$ cat config.mk
export PLATFORM = sky130hd
export DESIGN_NAME = booth_seq_mult_flat
export DESIGN_NICKNAME = d
export VERILOG_FILES = /design/src/rtl/booth_pkg.sv /design/src/rtl/booth_seq_mult_if.sv /design/src/rtl/booth_step.sv /design/src/rtl/booth_seq_mult.sv /design/src/flat_wrapper.sv
export SDC_FILE = /design/constraint.sdc
export NUM_CORES = 1
export LEC_CHECK = 0
export ABC_AREA = 0
export CAP_MARGIN = 20
export CORE_ASPECT_RATIO = 2
export CORE_MARGIN = 4
export CORE_UTILIZATION = 46
export DETAILED_ROUTE_END_ITERATION = 6
export HOLD_SLACK_MARGIN = 0.08
export PLACE_DENSITY = 0.7
export SKIP_CTS_REPAIR_TIMING = 1
export SLEW_MARGIN = 0
export SYNTH_ARGS = -nofsm -noshare
export SYNTH_HDL_FRONTEND = slang
export SYNTH_HIERARCHICAL = 1
export SYNTH_SLANG_ARGS = --single-unit
export TNS_END_PERCENT = 100
$ cat constraint.sdc
create_clock -name clk_in -period 3.4 [get_ports clk_in]
set_input_delay 0.34 -clock clk_in [delete_from_list [all_inputs] [get_ports clk_in]]
set_output_delay 0.34 -clock clk_in [all_outputs]
set_load 0.01 [all_outputs]
$ cat src/rtl/booth_pkg.sv
// booth_pkg: shared types and helpers for the sequential Booth multiplier.
//   booth_state_t : FSM states (IDLE, CALC, DONE)
//   booth_op_t    : action selected by the Booth bit pair {Q[0], q_m1}
//   booth_cnt_w   : iteration counter width for a given operand width
//   booth_decode  : bit pair -> action
package booth_pkg;

    typedef enum logic [1:0] {
        IDLE = 2'd0,
        CALC = 2'd1,
        DONE = 2'd2
    } booth_state_t;

    typedef enum logic [1:0] {
        BOOTH_NOP = 2'b00,
        BOOTH_ADD = 2'b01,
        BOOTH_SUB = 2'b10
    } booth_op_t;

    // Counter must reach WIDTH+1, so it needs room for WIDTH+2 values.
    function automatic int booth_cnt_w(input int width);
        return $clog2(width + 2);
    endfunction

    function automatic booth_op_t booth_decode(input logic q0, input logic qm1);
        case ({q0, qm1})
            2'b01:   return BOOTH_ADD;
            2'b10:   return BOOTH_SUB;
            default: return BOOTH_NOP;
        endcase
    endfunction

endpackage

$ cat src/rtl/booth_seq_mult_if.sv
// booth_seq_mult_if: operand/result handshake bundle of the Booth multiplier.
//   start_valid_in/start_ready_out + operands : operand handshake
//   done_valid_out/done_ready_in + product_out: result handshake
//   busy_out, count_out                       : status
// master = producer/consumer side, slave = multiplier side.
interface booth_seq_mult_if import booth_pkg::*; #(
    parameter int WIDTH = 8
);
    localparam int CNT_W = booth_cnt_w(WIDTH);

    logic                 start_valid_in;
    logic                 start_ready_out;
    logic [WIDTH-1:0]     multiplicand_in;
    logic [WIDTH-1:0]     multiplier_in;
    logic                 signed_in;
    logic [2*WIDTH-1:0]   product_out;
    logic                 done_valid_out;
    logic                 done_ready_in;
    logic                 busy_out;
    logic [CNT_W-1:0]     count_out;

    modport master (
        output start_valid_in, multiplicand_in, multiplier_in, signed_in, done_ready_in,
        input  start_ready_out, product_out, done_valid_out, busy_out, count_out
    );

    modport slave (
        input  start_valid_in, multiplicand_in, multiplier_in, signed_in, done_ready_in,
        output start_ready_out, product_out, done_valid_out, busy_out, count_out
    );
endinterface

$ cat src/rtl/booth_step.sv
// booth_step: one combinational radix-2 Booth iteration on WIDTH+1 bit registers.
//   acc_in, q_in, qm1_in, m_in : current Acc, Q, q_m1 and multiplicand M
//   acc_out, q_out, qm1_out    : values after add/sub and arithmetic shift right
module booth_step import booth_pkg::*; #(
    parameter int WIDTH = 8
) (
    input  logic [WIDTH:0] acc_in,
    input  logic [WIDTH:0] q_in,
    input  logic           qm1_in,
    input  logic [WIDTH:0] m_in,
    output logic [WIDTH:0] acc_out,
    output logic [WIDTH:0] q_out,
    output logic           qm1_out
);
    logic [WIDTH:0] sum;

    always_comb begin
        case (booth_decode(q_in[0], qm1_in))
            BOOTH_ADD: sum = acc_in + m_in;
            BOOTH_SUB: sum = acc_in - m_in;
            default:   sum = acc_in;
        endcase
        // Arithmetic shift of {sum, Q, q_m1} right by one.
        acc_out = {sum[WIDTH], sum[WIDTH:1]};
        q_out   = {sum[0], q_in[WIDTH:1]};
        qm1_out = q_in[0];
    end
endmodule

$ cat src/rtl/booth_seq_mult.sv
// booth_seq_mult: sequential radix-2 Booth multiplier, signed or unsigned per op.
//   clk_in   : clock, rising edge
//   rst_n_in : asynchronous active-low reset
//   bus      : booth_seq_mult_if.slave (operand handshake, result handshake,
//              busy_out, count_out)
// Operands are extended to WIDTH+1 bits so one datapath serves both signednesses;
// WIDTH+1 iterations then yield the product in the low 2*WIDTH bits of {Acc, Q}.
// Optional: define BOOTH_EARLY_TERM_EN to finish as soon as the remaining
// iterations would all be shift-only.
module booth_seq_mult import booth_pkg::*; #(
    parameter int WIDTH = 8
) (
    input  logic             clk_in,
    input  logic             rst_n_in,
    booth_seq_mult_if.slave  bus
);
    localparam int CNT_W = booth_cnt_w(WIDTH);
    localparam int EW    = WIDTH + 1;
    localparam int PW    = 2 * WIDTH;

    booth_state_t   state_r, state_nx;
    logic [EW-1:0]  m_r, acc_r, q_r;
    logic           qm1_r;
    logic [CNT_W-1:0] cnt_r;
    logic [PW-1:0]  prod_r;

    logic [EW-1:0]  acc_nx, q_nx, a_ext, b_ext;
    logic           qm1_nx, last_iter, early;
    logic [PW-1:0]  early_prod;

    assign a_ext     = {bus.signed_in & bus.multiplicand_in[WIDTH-1], bus.multiplicand_in};
    assign b_ext     = {bus.signed_in & bus.multiplier_in[WIDTH-1], bus.multiplier_in};
    assign last_iter = (cnt_r == CNT_W'(WIDTH));

    booth_step #(.WIDTH(WIDTH)) u_step (
        .acc_in  (acc_r),
        .q_in    (q_r),
        .qm1_in  (qm1_r),
        .m_in    (m_r),
        .acc_out (acc_nx),
        .q_out   (q_nx),
        .qm1_out (qm1_nx)
    );

`ifdef BOOTH_EARLY_TERM_EN
    // Unprocessed multiplier bits are Q[WIDTH-cnt:0]; if they and q_m1 all agree,
    // every remaining pair is 00/11 and only the shifts are left to do.
    logic [EW-1:0] pend_mask;
    always_comb begin
        pend_mask  = {EW{1'b1}} >> cnt_r;
        early      = (((q_r ^ {EW{qm1_r}}) & pend_mask) == '0);
        early_prod = PW'($signed({acc_r, q_r}) >>> (CNT_W'(EW) - cnt_r));
    end
`else
    assign early      = 1'b0;
    assign early_prod = '0;
`endif

    always_comb begin
        state_nx = state_r;
        case (state_r)
            IDLE:    if (bus.start_valid_in)      state_nx = CALC;
            CALC:    if (early || last_iter)      state_nx = DONE;
            DONE:    if (bus.done_ready_in)       state_nx = IDLE;
            default:                              state_nx = IDLE;
        endcase
    end

    always_ff @(posedge clk_in or negedge rst_n_in) begin
        if (!rst_n_in) state_r <= IDLE;
        else           state_r <= state_nx;
    end

    always_ff @(posedge clk_in or negedge rst_n_in) begin
        if (!rst_n_in) begin
            m_r    <= '0;
            acc_r  <= '0;
            q_r    <= '0;
            qm1_r  <= 1'b0;
            cnt_r  <= '0;
            prod_r <= '0;
        end else begin
            case (state_r)
                IDLE: if (bus.start_valid_in) begin
                    m_r   <= a_ext;
                    q_r   <= b_ext;
                    acc_r <= '0;
                    qm1_r <= 1'b0;
                    cnt_r <= '0;
                end
                CALC: if (early) begin
                    prod_r <= early_prod;
                end else begin
                    acc_r <= acc_nx;
                    q_r   <= q_nx;
                    qm1_r <= qm1_nx;
                    cnt_r <= cnt_r + CNT_W'(1);
                    if (last_iter) prod_r <= {acc_nx[WIDTH-2:0], q_nx};
                end
                default: ;
            endcase
        end
    end

    assign bus.start_ready_out = (state_r == IDLE);
    assign bus.done_valid_out  = (state_r == DONE);
    assign bus.busy_out        = (state_r == CALC) || (state_r == DONE);
    assign bus.count_out       = cnt_r;
    assign bus.product_out     = prod_r;
endmodule

$ cat src/flat_wrapper.sv
// flat-port wrapper written by rule: the top's interface ports become plain ports
module booth_seq_mult_flat import booth_pkg::*;
#(
    parameter int WIDTH = 8
)
  (clk_in, rst_n_in, bus_start_valid_in, bus_multiplicand_in, bus_multiplier_in, bus_signed_in, bus_done_ready_in, bus_start_ready_out, bus_product_out, bus_done_valid_out, bus_busy_out, bus_count_out);
  booth_seq_mult_if #(.WIDTH(WIDTH)) bus_i ();
  input  logic clk_in;
  input  logic rst_n_in;
  input wire logic [$bits(bus_i.start_valid_in)-1:0] bus_start_valid_in;
  input wire logic [$bits(bus_i.multiplicand_in)-1:0] bus_multiplicand_in;
  input wire logic [$bits(bus_i.multiplier_in)-1:0] bus_multiplier_in;
  input wire logic [$bits(bus_i.signed_in)-1:0] bus_signed_in;
  input wire logic [$bits(bus_i.done_ready_in)-1:0] bus_done_ready_in;
  output wire logic [$bits(bus_i.start_ready_out)-1:0] bus_start_ready_out;
  output wire logic [$bits(bus_i.product_out)-1:0] bus_product_out;
  output wire logic [$bits(bus_i.done_valid_out)-1:0] bus_done_valid_out;
  output wire logic [$bits(bus_i.busy_out)-1:0] bus_busy_out;
  output wire logic [$bits(bus_i.count_out)-1:0] bus_count_out;
  assign bus_i.start_valid_in = bus_start_valid_in;
  assign bus_i.multiplicand_in = bus_multiplicand_in;
  assign bus_i.multiplier_in = bus_multiplier_in;
  assign bus_i.signed_in = bus_signed_in;
  assign bus_i.done_ready_in = bus_done_ready_in;
  assign bus_start_ready_out = bus_i.start_ready_out;
  assign bus_product_out = bus_i.product_out;
  assign bus_done_valid_out = bus_i.done_valid_out;
  assign bus_busy_out = bus_i.busy_out;
  assign bus_count_out = bus_i.count_out;
  booth_seq_mult #(.WIDTH(WIDTH)) u_core (.clk_in(clk_in), .rst_n_in(rst_n_in), .bus(bus_i));
endmodule
==> results of run 1 <==
[sequential cells by signal, indices dropped and copies added (netlist names)]
name                    flops
u_core/bus.count_out        4
u_core/acc_r                9
u_core/bus.product_out     16
u_core/m_r                  9
u_core/state_r              2
u_core/qm1_r                1
u_core/q_r                  9
[cells by family after synthesis]
family | Yosys count | synth area share
compound gates | 57 | 0.1356
simple gates | 55 | 0.1114
flops | 50 | 0.4320
mux | 37 | 0.1538
buf+inv | 32 | 0.06522
fa+ha+maj | 16 | 0.07171
xor+xnor | 10 | 0.03024
[critical path: cells and delay by family, from the launching register on]
family                     cells  cell delay [ns]
AOI/OAI and AO/OA              4             0.77
xor gates and xnor gates       2             0.38
adders and majority gates      2             0.64
buffers and inverters          1             0.06
DFF                            1             0.38
muxes                          1             0.30
and+or+nand+nor                1             0.11
[worst max-delay path by stage]
stage                                            end  slack [ns]  depth (start not counted)
after detailed placement  u_core/bus.product_out[14]        0.69                         11
after floorplan                      u_core/acc_r[8]        0.91                         11
after CTS                 u_core/bus.product_out[14]        0.65                         11
after global placement    u_core/bus.product_out[14]        0.71                         10
after global routing      u_core/bus.product_out[14]        0.47                         10
final                     u_core/bus.product_out[14]        0.66                         11
[metal layers]
layer | wire length, um | track usage | up-vias
li1 | - | - | 968
met1 | 2266 | 0.1815 | 998
met2 | 3395 | 0.3117 | 53
met3 | 157 | 0.02509 | 16
met4 | 201 | 0.08742 | 0
met5 | 0 | 0 | -
[area by class of cell]
class                           instances  area share
Multi-Input combinational cell        175      0.4217
Sequential cell                        50      0.3623
Inverter                               12     0.01304
Clock inverter                          1    0.001449
Tap cell                               84     0.03043
Timing Repair Buffer                   46      0.1297
Clock buffer                            7     0.04130
[synth_stat cells (6+ instances only)]
library cell and n:
sky130_fd_sc_hd__dfrtp_1 50, sky130_fd_sc_hd__nand2_1 20, sky130_fd_sc_hd__mux2_2 17, sky130_fd_sc_hd__o21ai_0 17, sky130_fd_sc_hd__ha_1 15, sky130_fd_sc_hd__a22o_1 13, sky130_fd_sc_hd__inv_1 12, sky130_fd_sc_hd__buf_4 10
sky130_fd_sc_hd__mux2_4 10, sky130_fd_sc_hd__mux2i_1 9, sky130_fd_sc_hd__xnor2_1 8, sky130_fd_sc_hd__nor2_1 6
[power breakdown]
group | total (W) | internal (W) | switching, W
logic | 0.00235 | 0.00116 | 0.00119
registers | 0.00110 | 0.000860 | 0.000242
clock network | 0.000496 | 0.000292 | 0.000204
total | 0.00395 | 0.00231 | 0.00163
[placed cells by master (no fill, tap or decap), types with 8 or more instances in the layout]
| master | synthesis | layout |
|---|---|---|
| sky130_fd_sc_hd__dfrtp_1 | 50 | 50 |
| sky130_fd_sc_hd__clkdlybuf4s50_1 | 0 | 42 |
| sky130_fd_sc_hd__nand2_1 | 20 | 20 |
| sky130_fd_sc_hd__mux2_2 | 17 | 17 |
| sky130_fd_sc_hd__o21ai_0 | 17 | 17 |
| sky130_fd_sc_hd__ha_1 | 15 | 15 |
| sky130_fd_sc_hd__a22o_1 | 13 | 13 |
| sky130_fd_sc_hd__inv_1 | 12 | 12 |
| sky130_fd_sc_hd__mux2_4 | 10 | 10 |
| sky130_fd_sc_hd__mux2i_1 | 9 | 9 |
| sky130_fd_sc_hd__xnor2_1 | 8 | 8 |
[stage by stage]
stage,cell area (um^2),util
final,3453,0.5702
after global placement,3306,0.5459
after global routing,3453,0.5702
after CTS,3453,0.5702
after detailed placement,3306,0.5459
after floorplan,2897,-
==> results.txt, run 1 <==
* Largest incremental delay on the critical path: 0.38 ns
- Cell type with the highest occurrence count on the critical path: sky130_fd_sc_hd__ha_1
* Power density relative to cell area: 1142 mW/mm^2
- Setup Slack @ Placement: 0.6901 ns
* Startpoint of the most critical register-to-register path: u_core/qm1_r
* Synthesized instance count: 257
- Area of the mapped netlist: 0.002897 mm^2
* Number of storage elements in the synthesis netlist: 50
- Maximum number of pins on one net before global-route repair: 33
- The multi-input combinational cells in the finished layout cover a total of 0.001456 mm^2.
- The routed design has 6021 um of wire.
- In the synthesized netlist the async set-or-reset flop fraction comes to 1.000.
* CTS clock-pin slew for the worst setup and hold paths: 0.07 ns
- For the worst setup path, the data required time is 3.57 ns.
* Startpoint of the most critical setup path: u_core/qm1_r
- The endpoint identified for the worst register-to-register timing path is u_core/bus.product_out[14].
- Minimum clock period: 2.742 ns
- CP Cell Sequence: inv_1 > ha_1 > nor2_1 > xnor2_1 > ha_1 > a211oi_1 > o21bai_1 > a21oi_1 > xor2_1 > o21ai_0 > mux2_4
* X dimension of the die: 64.11 um
- The routed layout has 2,035 vias.
- Using the TritonRoute via totals, the vias-per-cell ratio works out to 5.427.
- Fraction of the cycle the final worst path needs: 0.8064
* Post-layout nets: 327
- For this run, the number of Yosys warnings is 6.
- Crit start category: flop
* Share of Yosys cell area claimed by the top area cell type: 0.4320
- In this run the worst hold path is classified as in2async.
- Crit-path max FO: 9
- Clock tree sinks: 50
* P&R area growth vs syn: 19.22%
- Post-route ant nets: 0
- The clock arrives with 0.006698 ns of skew.
* Clk Latency, worst-skew pair: 0.28 ns
- Final-report setup violation count: 0
- Pre-antenna DRT Iters: 4
- The number of nets in the synthesized netlist is 294.
* Synthesized area divided by synthesized cell count: 11.27 um^2
- Via count of the first global-routing pass: 2,123
- The critical path is of the reg2reg type.
- The number of antenna diodes in the final layout is 0.
- Area occupied by registers: 0.001251 mm^2
- Setup repair after global routing left no endpoint under its margin.
- Tightest Pin Transition: 1.000 ns
* Library cell with the largest summed area after synthesis: sky130_fd_sc_hd__dfrtp_1
- The initial antenna violation count came to 0.
- The die is 120.2 um tall.
- Sequential area share after synthesis: 0.4320
- Counting along the longest clock path gives a buffer depth of 2.
- STA classifies the critical path endpoint as a flop.
- The count of cells in the finished layout, fillers not included, comes to 375.
- Effective utilization at floorplan: 0.4783
- Total Power: 0.003945 W
- Run status: finished clean
- On the final layout, the worst hold slack is 0.09241 ns.
* Number of violations of the max-capacitance limit: 0
- The worst path meets setup with 0.6582 ns of slack.
* Number of top-level pins: 44
* H-tree levels: 2
* Final-layout fill cell count: 515
- Total DRC errors in the routed layout: 0
- Input/output buffers: 43
- The number of hold-slack violations in the final timing report was 0.
- Clock tree from TritonCTS: yes
- Of the cells placed in the final design, the portion with a size suffix greater than 1 is 0.1512.
- In this run, the number of DRC markers left after iteration 0 of detailed routing was 57.
- The tree is rooted in a sky130_fd_sc_hd__clkbuf_16.
- R2R setup slack: 0.66 ns
- After global routing the overflow that remains totals 0.
- By area the synthesized netlist is led by sky130_fd_sc_hd__dfrtp_1 43%, sky130_fd_sc_hd__mux2_2 6.6%, sky130_fd_sc_hd__ha_1 6.5%.
- The first global-routing pass estimated 10,130 um of wire.
- In the synthesized netlist the dominant register cell turns out to be sky130_fd_sc_hd__dfrtp_1.
* Placed wire-length estimate after detailed placement: 4415 um
- Pins Over Slew Limit: 0
- Post-Route Setup TNS: 0 ns
- Once placement completed, the tool counted placed cells totaling 367.
- Measured against its own limit, the worst slew margin works out to 0.3320.
- Leakage component of the power: 1.560 nW
- Post-synth EDFFs: 0
- Area enclosed by the die boundary: 0.007707 mm^2
* CTS Buf Count: 5
- The initialized floorplan defines 40 standard-cell rows.
- Measured in cells, the most critical reg-to-reg path has a length of 11.
- Yosys mapped the design onto 48 distinct sky130hd cell types.
- Library cell contributing the largest single delay on the critical path: sky130_fd_sc_hd__dfrtp_1
- WP data arrival: 2.91 ns
- Maximum clock rate: 364.7 MHz
- Average wire per standard cell: 16.06 um
* Global router's overall resource usage: 0.1693
- Global placer's final weighted congestion: 0.8217
- The core region is 0.006056 mm^2.
- VDD IR-drop max: 0.4936 mV
Note: power is estimated with default switching activity, not from simulation.
==> run 2: changes to the inputs <==
--- a/config.mk
+++ b/config.mk
@@ -12,7 +12,7 @@
 export CORE_UTILIZATION = 46
 export DETAILED_ROUTE_END_ITERATION = 6
 export HOLD_SLACK_MARGIN = 0.08
-export PLACE_DENSITY = 0.7
+export PLACE_DENSITY = 0.72
 export SKIP_CTS_REPAIR_TIMING = 1
 export SLEW_MARGIN = 0
 export SYNTH_ARGS = -nofsm -noshare
==> constraint.sdc (replaced) <==
create_clock -name clk_in -period 2.39 [get_ports clk_in]
set_input_delay 0.239 -clock clk_in [delete_from_list [all_inputs] [get_ports clk_in]]
set_output_delay 0.239 -clock clk_in [all_outputs]
set_load 0.01 [all_outputs]
==> run 2 against run 1 <==
  * The run now ends with negative setup slack left
  * Sequential power grew 46%
  * Register-to-register slack worse by 0.78 ns
  * Fmax grew 9.3%
  * Worst setup slack worse by 0.78 ns
  * Clock power increased by 41%
  * Critical path type unchanged
  * Critical path depth is the same
  * Combinational power grew 100%
  * Via count is 7.2% higher
  * Total power rose by 78%
  * Largest cell class unchanged
  * Non-clock buffer count up 28
  * Cell area increased by 13%
  * Flip-flop and latch count unchanged
==> results.txt, run 2 (synthesis gave the netlist of run 1 again) <==
* Worst hold-check slack: 0.04619 ns (-0.04622 ns)
* Initial antenna violation count: 0 (unchanged)
- The flow ran to the end, but the final reports show violations.
- Unrepaired setup endpoints after global routing: yes
- The area enclosed by the die boundary came to 0.007707 mm^2 (unchanged).
* Power share of the clock group: 0.100 (-0.026)
- Power density relative to cell area: 1794 mW/mm^2 (+57%)
* Max_slew headroom: 0.5877 (+0.2558)
- The depth of the worst register-to-register path came to 11 (unchanged).
- The worst setup path is launched from a flop.
- The first-pass GRT wire length is 11,000 um (+8.6%).
* VDD IR-drop max: 0.8671 mV (+76%)
- Startpoint of the most critical setup path: u_core/m_r[0]
* WP data arrival: 2.68 ns (-0.23 ns)
- Placed wire-length estimate after detailed placement: 4806 um (+8.9%)
* Cell type with the highest occurrence count on the critical path: sky130_fd_sc_hd__buf_4
- The final-report max-slew violation count was 0 (unchanged).
- Internal Pwr Total: 0.004150 W (+79%)
* Area of placed instances: 0.003456 mm^2 (+4.5%)
* Vias: 2,182 (+7.2%)
* Detailed Route WL: 6843 um (+14%)
* Endpoint class of the critical path: flop
- The logic gate share of total power was 0.671 (+0.076).
- The worst-case setup margin in the final layout came to -0.1193 ns (-0.7775 ns).
* Pre-antenna DRT Iters: 4 (unchanged)
- X dimension of the die: 64.11 um (unchanged)
- The leakage dissipation is 1.744 nW (+12%).
- The final reports fail on negative setup slack.
* Post-layout nets: 355 (+8.6%)
- The worst endpoint required time came to 2.56 ns (-1.01 ns).
* CTS clock-pin slew for the worst setup and hold paths: 0.07 ns (about the same)
- Fraction of the cycle the final worst path needs: 1.050 (+0.2435)
* Final non-filler cell area: 0.003915 mm^2 (+13%)
* Clock tree from TritonCTS: yes
- The library cell used most frequently in the layout, excluding fill and tap cells, is sky130_fd_sc_hd__dfrtp_1.
- CTS Buf Count: 5 (unchanged)
* Crit-path max FO: 4 (-5)
* Final hold viol count: 0 (unchanged)
* Top delay family on crit path: compound AO/OA/AOI/OAI gates
* Switching power share of the total: 0.4092 (-0.004337)
* Fraction of layout cells with a size suffix above 1: 0.3333 (+0.1821)
* CP Cell Sequence: buf_4 > buf_4 > ha_4 > inv_1 > fa_2 > a211oi_4 > o21bai_1 > a21oi_1 > xor2_1 > o21ai_1 > mux2_4
- The sequential fraction of design power was 0.229 (-0.050).
- Post-route ant nets: 0 (unchanged)
* Clk Latency, worst-skew pair: 0.29 ns (about the same)
- Most used cells in the layout excluding fill and tap cells: 47 x sky130_fd_sc_hd__dfrtp_1, 42 x sky130_fd_sc_hd__clkdlybuf4s50_1, 28 x sky130_fd_sc_hd__buf_4
* Average wire per standard cell: 17.02 um (+6.0%)
- Input/output buffers: 43 (unchanged)
- The endpoint identified for the worst register-to-register timing path is u_core/bus.product_out[14].
- Effective utilization at floorplan: 0.4783 (unchanged)
- The largest buffer count on any clock path was 2 (unchanged).
- Clock Tree Root: sky130_fd_sc_hd__clkbuf_16
- Violation count after the first detailed-route iteration: 68 (+19%)
- The power spent charging and discharging nets came to 0.002874 W (+76%).
- The area growth from synthesis to layout is 35.16%.
* Antenna cell count: 0 (unchanged)
- The maximum number of pins on one net before global-route repair came to 51 (+55%).
* Crit path buf inv count: 3 (+2)
- The total global routing track utilization is 0.1844 (+0.01513).
* Average vias per placed instance: 5.428 (about the same)
* Number of violations of the max-capacitance limit: 0 (unchanged)
- The clock period minus worst slack was 2.509 ns (-0.2325 ns).
* Crit Path Class: reg2reg
* Global placer's final weighted congestion: 0.8972 (+9.2%)
* Fin Clk Skew: 0.004867 ns (-0.001831 ns)
* Tightest Pin Transition: 0.6184 ns (-0.3816 ns)
- The worst setup slack for register-to-register paths came to -0.12 ns (-0.78 ns).
* Final-layout fill cell count: 478 (-7.2%)
- The clock sink count was 50 (unchanged).
- Worst Hold Class: in2async
- The slowest stage of the critical path belongs to the cell sky130_fd_sc_hd__fa_2.
- Standard-cell rows: 40 (unchanged)
- H-tree levels: 2 (unchanged)
- The number of I/O pins was 44 (unchanged).
- Core footprint: 0.006056 mm^2 (unchanged)
- The number of cells in the finished layout apart from fillers was 402 (+7.2%).
- The placed instance count came to 386 (+5.2%).
- Startpoint of the most critical register-to-register path: u_core/m_r[0]
* Maximum clock rate: 398.5 MHz (+9.3%)
* End point of the critical path: u_core/bus.product_out[14]
- DIE HEIGHT: 120.2 um (unchanged)
- The final count of negative-setup-slack endpoints came to 7 (+7).
* Via count of the first global-routing pass: 2,257 (+6.3%)
* Logic depth of the worst setup path including buffers: 11 (unchanged)
- Largest incremental delay on the critical path: 0.43 ns (+0.05 ns)
- Overflow left after global routing: 0 (unchanged)
- Number of flip-flops in the largest register: 16 (unchanged)
- The number of DRC violations after detailed routing was 0 (unchanged).
-- run 2: cell count changes in the layout (fill, tap and decap cells not counted), moves of 3 or more --
| cell | before | now |
|---|---|---|
| sky130_fd_sc_hd__xnor2_1 | 8 | 4 |
| sky130_fd_sc_hd__xnor2_2 | 0 | 4 |
| sky130_fd_sc_hd__o21ai_0 | 17 | 13 |
| sky130_fd_sc_hd__inv_1 | 12 | 8 |
| sky130_fd_sc_hd__buf_4 | 3 | 28 |
| sky130_fd_sc_hd__ha_1 | 15 | 8 |
| sky130_fd_sc_hd__ha_4 | 0 | 5 |
| sky130_fd_sc_hd__dfrtp_2 | 0 | 3 |
| sky130_fd_sc_hd__inv_2 | 0 | 4 |
| sky130_fd_sc_hd__dfrtp_1 | 50 | 47 |
-- run 2: final cells by class --
class                           instances  area, um^2  share of cell area
Sequential cell                        50        1255              0.3205
Clock inverter                          1       7.507            0.001918
Inverter                               12       45.04             0.01151
Multi-Input combinational cell        175        1695              0.4330
Timing Repair Buffer                   74       678.2              0.1732
Tap cell                               84       105.1             0.02685
Clock buffer                            6       128.9             0.03292
-- run 2: how the worst min path moves through the flow --
stage                         from                          to  slack, ns  depth (start not counted)
final                     rst_n_in  u_core/bus.product_out[15]       0.05                          2
after global routing      rst_n_in  u_core/bus.product_out[15]       0.11                          2
after CTS                 rst_n_in   u_core/bus.product_out[5]       0.08                          2
after detailed placement  rst_n_in   u_core/bus.product_out[9]       0.38                          2
after global placement    rst_n_in   u_core/bus.product_out[5]       0.38                          2
after floorplan           rst_n_in             u_core/acc_r[0]      -0.06                          0
-- run 2: worst register-to-register path, delay by kind of cell, from the launching register on --
| kind | cells | cell delay (ns) |
|---|---|---|
| compound gates | 4 | 0.65 |
| fa+ha+maj | 2 | 0.56 |
| mux | 1 | 0.28 |
| xor+xnor | 1 | 0.18 |
| flops | 1 | 0.41 |
| buf+inv | 3 | 0.33 |
-- run 2: layer usage --
layer / share of wire / vias to the layer above / global-route usage
met3: 0.029 / 23 / 0.02974
met5: 0 / - / 0
met4: 0.049 / 0 / 0.08344
met1: 0.35 / 1079 / 0.2010
met2: 0.57 / 49 / 0.3402
li1: - / 1031 / -
-- run 2: metrics by stage --
stage / TNS, ns / utilization / setup slack (ns) / total power, W
floorplan: 0 / - / 0.002477 / 0.004124
finish: -0.5024 / 0.6465 / -0.1193 / 0.007024
global placement: -3.274 / 0.5707 / -0.4408 / 0.005266
CTS: -3.830 / 0.5932 / -0.4810 / 0.006077
detailed placement: -3.631 / 0.5707 / -0.4623 / 0.005355
global route: -1.158 / 0.6465 / -0.2085 / 0.007518
-- run 2: power groups by stage --
stage / sequential [W] / combinational [W] / clock, W
final: 0.00161 / 0.00472 / 0.000699
after global placement: 0.00157 / 0.00370 / 0
after detailed placement: 0.00158 / 0.00377 / 0
after global routing: 0.00166 / 0.00511 / 0.000748
after CTS: 0.00157 / 0.00380 / 0.000705
after floorplan: 0.00155 / 0.00258 / 0
==> run 3: changes to the inputs <==
--- a/config.mk
+++ b/config.mk
@@ -6,7 +6,6 @@
 export NUM_CORES = 1
 export LEC_CHECK = 0
 export ABC_AREA = 0
-export CAP_MARGIN = 20
 export CORE_ASPECT_RATIO = 2
 export CORE_MARGIN = 4
 export CORE_UTILIZATION = 46
==> results of run 3 <==
No change in the layout: final DEF, timing and power equal those of run 2.
